### src/rtl/gpu_ram_arbiter.sv
// gpu_ram_arbiter: shares the GPU local RAM port between host, load/store and prefetch.
// Define PROG_STARVE_EN to build the prefetch starvation counter and its priority override.
module gpu_ram_arbiter #(
  parameter int STARVE_LIMIT = 8
) (
  input  logic        clk,
  input  logic        reset,
  input  logic        host_req,
  input  logic        host_we,
  input  logic [21:0] host_addr,
  input  logic [31:0] host_wdata,
  output logic        host_ack,
  input  logic        ls_req,
  input  logic        ls_we,
  input  logic [21:0] ls_addr,
  input  logic [31:0] ls_wdata,
  output logic        ls_ack,
  input  logic        progreq,
  input  logic [21:0] progaddr,
  input  logic        pabort,
  output logic        progack,
  output logic        mem_req,
  output logic        mem_we,
  output logic [21:0] mem_addr,
  output logic [31:0] mem_wdata,
  input  logic        mem_ack,
  input  logic [31:0] mem_rdata,
  output logic [31:0] rdata,
  output logic [1:0]  owner
);

  localparam logic [1:0] OWN_NONE = 2'b00;
  localparam logic [1:0] OWN_PROG = 2'b01;
  localparam logic [1:0] OWN_LS   = 2'b10;
  localparam logic [1:0] OWN_HOST = 2'b11;

  typedef enum logic [1:0] {IDLE, BUSY, ACK} state_t;

  state_t      state, state_nx;
  logic        mem_req_nx, mem_we_nx;
  logic [21:0] mem_addr_nx;
  logic [31:0] mem_wdata_nx, rdata_nx;
  logic [1:0]  owner_nx, grant;
  logic        host_ack_nx, ls_ack_nx, progack_nx;
  logic        aborted, aborted_nx;
  logic        prog_cand, force_prog, drop;

  if (STARVE_LIMIT < 1 || STARVE_LIMIT > 15) begin : g_limit_check
    $error("gpu_ram_arbiter: STARVE_LIMIT must be in 1..15");
  end

  assign prog_cand = progreq & ~pabort;
  // An abort seen at any point of a prefetch memory cycle drops its result.
  assign drop = (owner == OWN_PROG) && (aborted || pabort);

`ifdef PROG_STARVE_EN
  localparam logic [3:0] LIMIT = 4'(STARVE_LIMIT);
  logic [3:0] starve_cnt, starve_cnt_nx;

  assign force_prog = prog_cand && (starve_cnt == LIMIT);

  always_comb begin
    starve_cnt_nx = starve_cnt;
    if (state == IDLE) begin
      if (!progreq || grant == OWN_PROG)
        starve_cnt_nx = '0;
      else if (prog_cand && grant != OWN_NONE && starve_cnt != LIMIT)
        starve_cnt_nx = starve_cnt + 4'd1;
    end
  end

  always_ff @(posedge clk or posedge reset) begin
    if (reset) starve_cnt <= '0;
    else       starve_cnt <= starve_cnt_nx;
  end
`else
  assign force_prog = 1'b0;
`endif

  always_comb begin
    grant = OWN_NONE;
    if (force_prog)     grant = OWN_PROG;
    else if (host_req)  grant = OWN_HOST;
    else if (ls_req)    grant = OWN_LS;
    else if (prog_cand) grant = OWN_PROG;
  end

  always_comb begin
    state_nx     = state;
    mem_req_nx   = mem_req;
    mem_we_nx    = mem_we;
    mem_addr_nx  = mem_addr;
    mem_wdata_nx = mem_wdata;
    rdata_nx     = rdata;
    owner_nx     = owner;
    aborted_nx   = aborted;
    host_ack_nx  = 1'b0;
    ls_ack_nx    = 1'b0;
    progack_nx   = 1'b0;
    unique case (state)
      IDLE: begin
        if (grant != OWN_NONE) begin
          state_nx   = BUSY;
          mem_req_nx = 1'b1;
          owner_nx   = grant;
          aborted_nx = 1'b0;
          unique case (grant)
            OWN_HOST: begin
              mem_we_nx    = host_we;
              mem_addr_nx  = host_addr;
              mem_wdata_nx = host_wdata;
            end
            OWN_LS: begin
              mem_we_nx    = ls_we;
              mem_addr_nx  = ls_addr;
              mem_wdata_nx = ls_wdata;
            end
            default: begin
              mem_we_nx    = 1'b0;
              mem_addr_nx  = progaddr;
              mem_wdata_nx = '0;
            end
          endcase
        end
      end
      BUSY: begin
        if (owner == OWN_PROG && pabort) aborted_nx = 1'b1;
        if (mem_ack) begin
          state_nx   = ACK;
          mem_req_nx = 1'b0;
          if (!mem_we && !drop) rdata_nx = mem_rdata;
          host_ack_nx = (owner == OWN_HOST);
          ls_ack_nx   = (owner == OWN_LS);
          progack_nx  = (owner == OWN_PROG) && !drop;
        end
      end
      default: begin
        // Requesters drop their req during this cycle, so no arbitration here.
        state_nx = IDLE;
        owner_nx = OWN_NONE;
      end
    endcase
  end

  always_ff @(posedge clk or posedge reset) begin
    if (reset) begin
      state     <= IDLE;
      mem_req   <= 1'b0;
      mem_we    <= 1'b0;
      mem_addr  <= '0;
      mem_wdata <= '0;
      rdata     <= '0;
      owner     <= OWN_NONE;
      aborted   <= 1'b0;
      host_ack  <= 1'b0;
      ls_ack    <= 1'b0;
      progack   <= 1'b0;
    end else begin
      state     <= state_nx;
      mem_req   <= mem_req_nx;
      mem_we    <= mem_we_nx;
      mem_addr  <= mem_addr_nx;
      mem_wdata <= mem_wdata_nx;
      rdata     <= rdata_nx;
      owner     <= owner_nx;
      aborted   <= aborted_nx;
      host_ack  <= host_ack_nx;
      ls_ack    <= ls_ack_nx;
      progack   <= progack_nx;
    end
  end

endmodule

### config.mk
export PLATFORM = sky130hd
export DESIGN_NAME = gpu_ram_arbiter
export DESIGN_NICKNAME = d
export VERILOG_FILES = /design/src/rtl/gpu_ram_arbiter.sv
export SDC_FILE = /design/constraint.sdc
export NUM_CORES = 1
export LEC_CHECK = 0
export BUFFER_PORTS_ARGS = -buffer_cell sky130_fd_sc_hd__buf_2
export CAP_MARGIN = 20
export CORE_ASPECT_RATIO = 0.5
export CORE_MARGIN = 2
export CORE_UTILIZATION = 35
export CTS_CLUSTER_DIAMETER = 120
export DETAILED_ROUTE_END_ITERATION = 8
export GPL_TIMING_DRIVEN = 0
export HOLD_SLACK_MARGIN = 0.02
export PLACE_DENSITY = 0.66
export SETUP_SLACK_MARGIN = 0.4
export SLEW_MARGIN = 20
export SYNTH_ARGS = -nofsm -noshare
export SYNTH_HDL_FRONTEND = slang
export SYNTH_SLANG_ARGS = --single-unit
### constraint.sdc
create_clock -name clk -period 3.5 [get_ports clk]
set_input_delay 0.35 -clock clk [delete_from_list [all_inputs] [get_ports clk]]
set_output_delay 0.35 -clock clk [all_outputs]
set_load 0.05 [all_outputs]
==> results of run 1 <==
==> cell usage after synthesis (all sizes together), types with 2 or more instances <==
library cell  count  area share [%]
nand2b            2            0.32
a21oi            24             2.8
buf              18             3.3
and3              2            0.27
a32o             22             4.7
inv              26             2.1
clkbuf           13             1.0
a211o            23             4.5
nor2b            24             3.2
o21ai             5            0.53
dfrtp            96              51
nand2             6            0.48
mux2             65              18
a22o             32             6.0
or2               2            0.27
==> state kept, by name (all words and copies together), names as in the netlist <==
signal     count
ls_ack         1
mem_req        1
state          2
rdata         32
progack        1
aborted        1
mem_addr      22
owner          2
mem_wdata     32
host_ack       1
mem_we         1
==> routing by layer <==
metal	vias up	share of wire, %	GRT usage [%]
li1	1896	-	-
met1	1908	42	23.4
met2	115	51	34.3
met3	26	4.6	4.20
met4	0	2.5	6.48
met5	-	0	0
==> power groups by stage <==
stage	logic (W)	clock network (W)	registers, W
6_report	0.00389	0.00107	0.00193
5_1_grt	0.00407	0.00115	0.00200
4_1_cts	0.00392	0.00110	0.00193
3_5_place_dp	0.00391	0	0.00194
3_3_place_gp	0.00386	0	0.00192
2_1_floorplan	0.00117	0	0.00374
==> cells by family (layout without fill, tap and decap cells) <==
kind of cell           after synthesis  count (layout)
flip-flops                          96              96
AO/OA/AOI/OAI                      109             109
multiplexers                        65              65
buffers and inverters               57             336
AND/OR/NAND/NOR                     40              40
==> area by class of cell <==
cell class                      count  area [sq um]  area share [%]
Sequential cell                    96          2400            36.6
Multi-Input combinational cell    214          1980            30.1
Timing Repair Buffer              263          1340            20.4
Clock buffer                        9           225            3.43
Tap cell                          170           213            3.24
Buffer                             31           201            3.07
Clock inverter                      7           103            1.56
Inverter                           26           103            1.56
==> worst paths after layout <==
path                       slack [ps]          start             to  cells after the start
max reg2reg                      1760       state[0]  mem_wdata[19]                      5
min                                30          reset      rdata[24]                      2
max                              1760       state[0]  mem_wdata[19]                      5
min reg2reg                       480  mem_wdata[13]  mem_wdata[13]                      1
max in group asynchronous        2880          reset  mem_wdata[30]                      3
min in group clk                  230        mem_ack       state[0]                      2
==> worst max-delay path, stage by stage (launching register included) <==
cell and delay, ps:
dfrtp_1 420, or2_1 230, buf_2 170, a21oi_4 250, buf_6 200, mux2_2 350
==> metrics by stage <==
step / hold WS (ps) / std cells / worst slack [ps] / total power, W / cell area [sq um]
2_1_floorplan: 439 / 367 / 645 / 0.00491 / 4680
3_3_place_gp: 463 / 799 / -559 / 0.00578 / 6200
3_5_place_dp: 408 / 800 / 1710 / 0.00585 / 6240
4_1_cts: 35.3 / 816 / 1760 / 0.00695 / 6560
5_1_grt: 42.8 / 816 / 1660 / 0.00722 / 6560
6_report: 29.2 / 816 / 1760 / 0.00689 / 6560
==> results.ini, run 1 <==
[sta]
rsz0062_at_grt = no
slew_headroom_pct = 63.6
post-route-period-util_pct = 49.7
hold_viol_final = 0
fin_crit_ps = 1740
drv_slew = 0
fmax_mhz = 575
fin_tns_setup_ps = 0
finalClockSkew_ps = 6.37
tightest_slew_ps = 545
setup_viol = 0

[clock_network]
ctsHoldBuffers = 0
post_cts_buffers = 0
clkLatencyLatePin_ps = 340
cts_buffers = 9
cts.sinks = 96
cts.clk_slew.worst_paths_ps = 70
cts_root_buf = clkbuf_16
cts_tree = yes
clock_path_buffers = 2
cts-resized-gates = 0
h-tree-depth = 3

[final_layout]
insertedDiodeCount = 0
fin_util_pct = 51.1
drive_gt1_share_pct = 54.2
syn_to_final_growth_pct = 40.3
mostFrequentLayoutCell = buf_2
mostFrequentLayoutCells = buf_2 (273), dfrtp_1 (96), a22o_1 (32)
fillerInstances = 1204
fin_nets = 812

[pwr]
internal_power_w = 0.00350
p_per_area_nw_per_um2 = 1050
p_switching_w = 0.00339
clkPwrFrac_pct = 15.6
switching_share_pct = 49.2
vdd_ir_drop_max_v = 0.000358
combPwrFrac_pct = 56.4
pwr-share-seq_pct = 28.0
leakagePower_nw = 3.52

[critical_path]
end_kind = register
cp.required_ps = 3720
worstSetupPathType = register to register
cp-start-kind = register
arrival_ps = 1960
cp_max_fo = 10

[floorplanning]
rows = 29
fp.dieW_um = 168
pin_count = 264
die_y_um = 85.8
start_util_pct = 36.4
dieArea_sq_um = 14400
core-area_sq_um = 12800

[synth]
synthCells = 367
syn_nets = 538
synth_compound_area_share_pct = 19.1
ys_seq_area_share_pct = 51.3
ys_types = 30
synth_top_family_by_area = compound AO/OA/AOI/OAI gates
synth_edf_count = 0
yosys_warnings = 0
syn_area_sq_um = 4680
synthSimpleGateAreaFrac_pct = 5.16
syn_avg_cell_area_sq_um = 12.8
synth_adder_area_share_pct = 0
async_flop_share_pct = 100
synthXorXnorAreaFrac_pct = 0
synth_mux_area_share_pct = 18.0
ys_seq_elements = 96
synthFlopType = dfrtp_1

[status]
outcome = finished, violations left
violations = DRC

[routing]
post_drt_via_cell_ratio = 4.83
drc = 7
vias = 3945
drt_wl_total_mm = 13.5
drt_iter0_drc = 120
drt_first_pass_iters = 6
wl_per_cell_um = 16.6
postRouteAntennaNets = 0

[global_routing]
grt_pass1_wl_mm = 21.6
grt-ovfl-total = 0
antenna_found_initial = 0
grt_max_degree = 53
grt_pass1_vias = 4194
grt_usage_pct = 19.2

[min_path]
hold_class = input pin to asynchronous set/reset pin

[run]
max_cap_viol_count = 0

[place]
routabilityCongestion = 0.836
port_buffers = 262
dpl.hpwl_mm = 10.4

(Power assumes the default switching activity.)
==> run 2, diff against run 1 <==
--- a/config.mk
+++ b/config.mk
@@ -14,7 +14,7 @@
 export DETAILED_ROUTE_END_ITERATION = 8
 export GPL_TIMING_DRIVEN = 0
 export HOLD_SLACK_MARGIN = 0.02
-export PLACE_DENSITY = 0.66
+export PLACE_DENSITY = 0.68
 export SETUP_SLACK_MARGIN = 0.4
 export SLEW_MARGIN = 20
 export SYNTH_ARGS = -nofsm -noshare
==> constraint.sdc (replaced) <==
create_clock -name clk -period 1.55 [get_ports clk]
set_input_delay 0.155 -clock clk [delete_from_list [all_inputs] [get_ports clk]]
set_output_delay 0.155 -clock clk [all_outputs]
set_load 0.05 [all_outputs]
==> results.ini, run 2 (synthesis results as in run 1) <==
[status]
outcome = finished, violations left
violations = DRC, hold timing, setup timing

[critical_path]
path_cells = or2_1 -> a211o_4 -> buf_12 -> mux2_4
slowest_stage = a211o_4
slowest_delay_ps = 410
arrival_ps = 1900
end_kind = register
cp.required_ps = 1770
cp_max_fo = 10
path_delay_family = compound AO/OA/AOI/OAI gates
worstSetupPathType = register to register
cp-start-kind = register
crit_buf_inv = 1

[pwr]
internal_power_w = 0.00931
p_switching_w = 0.00805
combPwrFrac_pct = 61.7
p_per_area_nw_per_um2 = 2380
leakagePower_nw = 3.84
vdd_ir_drop_max_v = 0.000915
clkPwrFrac_pct = 12.7
switching_share_pct = 46.4
pwr-share-seq_pct = 25.5

[routing]
wl_per_cell_um = 17.7
drt_iter0_drc = 213
vias = 4147
drt_wl_total_mm = 14.8
postRouteAntennaNets = 0
drc = 10
drt_first_pass_iters = 6
post_drt_via_cell_ratio = 4.94

[global_routing]
antenna_found_initial = 0
grt_usage_pct = 20.0
grt_pass1_vias = 4275
grt-ovfl-total = 0
grt_pass1_wl_mm = 22.4
grt_max_degree = 27

[clock_network]
ctsHoldBuffers = 1
cts.sinks = 96
cts.clk_slew.worst_paths_ps = 70
h-tree-depth = 3
clkLatencyLatePin_ps = 340
cts_root_buf = clkbuf_16
cts_tree = yes
cts_buffers = 9
clock_path_buffers = 2

[final_layout]
mostFrequentLayoutCell = buf_2
fin_util_pct = 56.7
syn_to_final_growth_pct = 55.7
reg_top3 = mem_wdata (32), rdata (32), mem_addr (22)
insertedDiodeCount = 0
fin_nets = 837
fillerInstances = 1115
mostFrequentLayoutCells = buf_2 (218), dfrtp_1 (94), mux2_4 (63)
postLayoutCellArea_sq_um = 7290
drive_gt1_share_pct = 60.4

[sta]
fmax_mhz = 596
hold_viol_final = 21
hold_ws_ps = -117
setup_viol = 87
tightest_slew_ps = 601
finalClockSkew_ps = 7.67
slew_headroom_pct = 59.9
rsz0062_at_grt = yes
fin_crit_ps = 1680
post-route-period-util_pct = 108
postLayoutSetupSlackWorst_ps = -128
drv_slew = 0

[floorplanning]
pin_count = 264
core-area_sq_um = 12800
dieArea_sq_um = 14400
start_util_pct = 36.4
fp.dieW_um = 168
rows = 29
die_y_um = 85.8

[place]
port_buffers = 262
routabilityCongestion = 0.852
dpl.hpwl_mm = 11.0
place_ws_ps = -204
dpl_cell_area_sq_um = 6440

[min_path]
hold_class = input pin to asynchronous set/reset pin

[run]
max_cap_viol_count = 0

-- run 2: changes by cell type in the layout (fill, tap and decap cells not counted), moves of 4 or more --
cell / previous run / this run
clkbuf_4: 0 / 49
buf_12: 3 / 10
mux2_1: 17 / 0
a21oi_1: 23 / 19
mux2_2: 18 / 2
a21oi_2: 0 / 4
buf_4: 0 / 7
mux2_4: 30 / 63
buf_2: 273 / 218
buf_6: 3 / 12
-- run 2: layout make-up --
cell class              instances  area, sq um  area share, %
clock buffers                  12          246           3.38
flip-flops and latches         96         2400           33.0
well taps                     170          213           2.92
plain buffers                  31          263           3.61
multi-input cells             214         2170           29.7
clock inverters                 3         42.5          0.584
repair buffers                288         1850           25.4
inverters                      26          104           1.43
-- run 2: power by group through the flow --
| stage | logic (W) | clock network [W] | registers, W |
|---|---|---|---|
| floorplan | 0.00316 | 0 | 0.00849 |
| global placement | 0.00927 | 0 | 0.00436 |
| detailed placement | 0.00938 | 0 | 0.00441 |
| CTS | 0.00995 | 0.00227 | 0.00439 |
| global route | 0.0111 | 0.00239 | 0.00457 |
| finish | 0.0107 | 0.00221 | 0.00443 |
-- run 2: repair_timing --
| action | CTS | global route |
|---|---|---|
| pin swaps | 2 | 0 |
| gates cloned | 2 | 3 |
| resized for setup | 18 | 73 |
| endpoints found under the setup margin | 93 | 145 |
| endpoints found under the hold margin | 22 | 21 |
| buffers inserted | 12 | 5 |
-- run 2: worst paths after layout --
path | from | to | slack, ps | cells past startpoint
setup / recovery | aborted | rdata[2] | -130 | 4
hold / removal | reset | rdata[29] | -120 | 2
setup reg to reg | aborted | rdata[2] | -130 | 4
hold reg to reg | mem_addr[19] | mem_addr[19] | 490 | 1
max in group asynchronous | reset | owner[1] | 910 | 4
min in group clk | mem_rdata[15] | rdata[15] | 40 | 2
-- run 2: metrics by stage --
stage               TNS (ps)  hold WS, ps  total power, W  cells
global placement      -50700          361          0.0136    799
floorplan              -3690          248          0.0116    367
detailed placement     -8670          250          0.0138    802
global route          -10490        -78.6          0.0181    840
CTS                    -6620         -116          0.0166    832
finish                 -6740         -117          0.0174    840
-- run 2: per-layer routing --
layer | GRT usage (%) | part of all wire [%] | vias up
li1 | - | - | 1946
met1 | 24.9 | 42 | 2048
met2 | 35.2 | 51 | 121
met3 | 3.97 | 3.8 | 32
met4 | 7.35 | 2.4 | 0
met5 | 0 | 0 | -
==> run 3, diff against run 2 <==
--- a/config.mk
+++ b/config.mk
@@ -7,15 +7,14 @@
 export LEC_CHECK = 0
 export BUFFER_PORTS_ARGS = -buffer_cell sky130_fd_sc_hd__buf_2
 export CAP_MARGIN = 20
-export CORE_ASPECT_RATIO = 0.5
 export CORE_MARGIN = 2
-export CORE_UTILIZATION = 35
+export CORE_UTILIZATION = 25
 export CTS_CLUSTER_DIAMETER = 120
 export DETAILED_ROUTE_END_ITERATION = 8
 export GPL_TIMING_DRIVEN = 0
 export HOLD_SLACK_MARGIN = 0.02
-export PLACE_DENSITY = 0.68
 export SETUP_SLACK_MARGIN = 0.4
+export SKIP_LAST_GASP = 1
 export SLEW_MARGIN = 20
 export SYNTH_ARGS = -nofsm -noshare
 export SYNTH_HDL_FRONTEND = slang
==> results.ini, run 3 (synthesis results as in run 1) <==
[status]
outcome = finished, violations left
violations = setup timing

[final_layout]
insertedDiodeCount = 0
mostFrequentLayoutCells = buf_2 (194), dfrtp_1 (94), mux2_4 (63)
postLayoutCellArea_sq_um = 7460
mostFrequentLayoutCell = buf_2
drive_gt1_share_pct = 58.6
reg_top3 = mem_wdata (32), rdata (32), mem_addr (22)
instances_no_fill = 912
fin_nets = 844
syn_to_final_growth_pct = 59.4
fin_util_pct = 40.3
fillerInstances = 1795

[place]
routabilityCongestion = 0.792
port_buffers = 262
numPlacedInstances = 866
dpl.hpwl_mm = 11.1
dpl_cell_area_sq_um = 6520
place_ws_ps = -253

[clock_network]
cts.sinks = 96
clock_path_buffers = 2
cts_buffers = 9
cts_tree = yes
clkLatencyLatePin_ps = 350
cts_root_buf = clkbuf_16
cts.clk_slew.worst_paths_ps = 80
h-tree-depth = 3

[floorplanning]
die_y_um = 141
dieArea_sq_um = 19800
pin_count = 264
fp.dieW_um = 141
core-area_sq_um = 18500
rows = 50
start_util_pct = 25.3

[sta]
tightest_slew_ps = 574
post-route-period-util_pct = 107
postLayoutSetupSlackWorst_ps = -103
hold_viol_final = 0
finalClockSkew_ps = 7.58
slew_headroom_pct = 61.7
rsz0062_at_grt = yes
setup_viol = 65
fmax_mhz = 605
fin_crit_ps = 1650
drv_slew = 0

[global_routing]
grt_pass1_vias = 4219
grt_usage_pct = 14.9
grt_max_degree = 31
grt-ovfl-total = 0
grt_pass1_wl_mm = 23.0
antenna_found_initial = 1

[routing]
drc = 0
postRouteAntennaNets = 0
vias = 4140
post_drt_via_cell_ratio = 4.54
drt_wl_total_mm = 15.1
drt_iter0_drc = 145
wl_per_cell_um = 16.6
drt_first_pass_iters = 4

[min_path]
hold_class = input pin to register

[critical_path]
end_kind = register
cp_max_fo = 10
cp.required_ps = 1780
cp-start-kind = register
arrival_ps = 1880
worstSetupPathType = register to register

[run]
max_cap_viol_count = 0

[pwr]
p_per_area_nw_per_um2 = 2330
vdd_ir_drop_max_v = 0.00107
leakagePower_nw = 3.89
p_total_w = 0.0174

-- run 3: cell count changes in the layout (fill, tap and decap cells not counted), sizes merged --
cell	previous run	this run
buf	254	242
clkbuf	76	79
clkinv	1	2
dlygate4sd3	1	14
inv	25	28
-- run 3: worst max-delay path, cell delays in order (launching register included) --
cell and delay, ps:
dfrtp_1 430, or2_1 250, buf_6 130, a21oi_4 130, buf_12 140, buf_12 140
mux2_4 300
-- run 3: what timing repair did --
action                                 4_1_cts  5_1_grt
gates resized for setup                     37       72
pin swaps                                    1        2
setup endpoints to repair                  106      156
hold buffers                                14        0
endpoints found under the hold margin       23        0
gates cloned                                 3        1
setup buffers                                8        4
-- run 3: stage by stage --
step                setup TNS, ps  hold slack, ps
floorplan                   -3690             248
global placement           -58590             351
detailed placement         -10800             142
CTS                         -5300            20.2
global route                -8810            22.8
finish                      -5410            33.3
-- run 3: cell type report --
type | instances | area (sq um) | share of cell area [%]
timing repair buffer | 295 | 1940 | 26.0
tap | 234 | 293 | 3.93
multi-input combinational | 214 | 2140 | 28.6
clock inverter | 7 | 90.1 | 1.21
inverter | 26 | 101 | 1.36
buffer | 31 | 273 | 3.66
sequential | 96 | 2400 | 32.2
clock buffer | 9 | 225 | 3.02
-- run 3: worst paths after layout --
check | end | startpoint | slack, ps | depth (start not counted)
max | mem_wdata[17] | state[1] | -100 | 6
min | rdata[21] | mem_rdata[21] | 30 | 2
max reg2reg | mem_wdata[17] | state[1] | -100 | 6
min reg2reg | mem_addr[8] | mem_addr[8] | 490 | 1
min in group asynchronous | rdata[15] | reset | 320 | 3
max in group asynchronous | mem_addr[7] | reset | 540 | 5
-- run 3: where the power goes --
group          switching (W)  internal (W)  total [W]
sequential          0.000703       0.00372    0.00442
combinational        0.00634       0.00427     0.0106
clock                0.00108       0.00129    0.00237
-- run 3: routing by layer --
metal,up-vias,part of all wire (%),track usage [%]
met3,22,5.1,2.75
li1,1961,-,-
met1,2008,42,18.4
met2,147,51,26.1
met4,2,2.0,5.37
met5,-,0.086,0
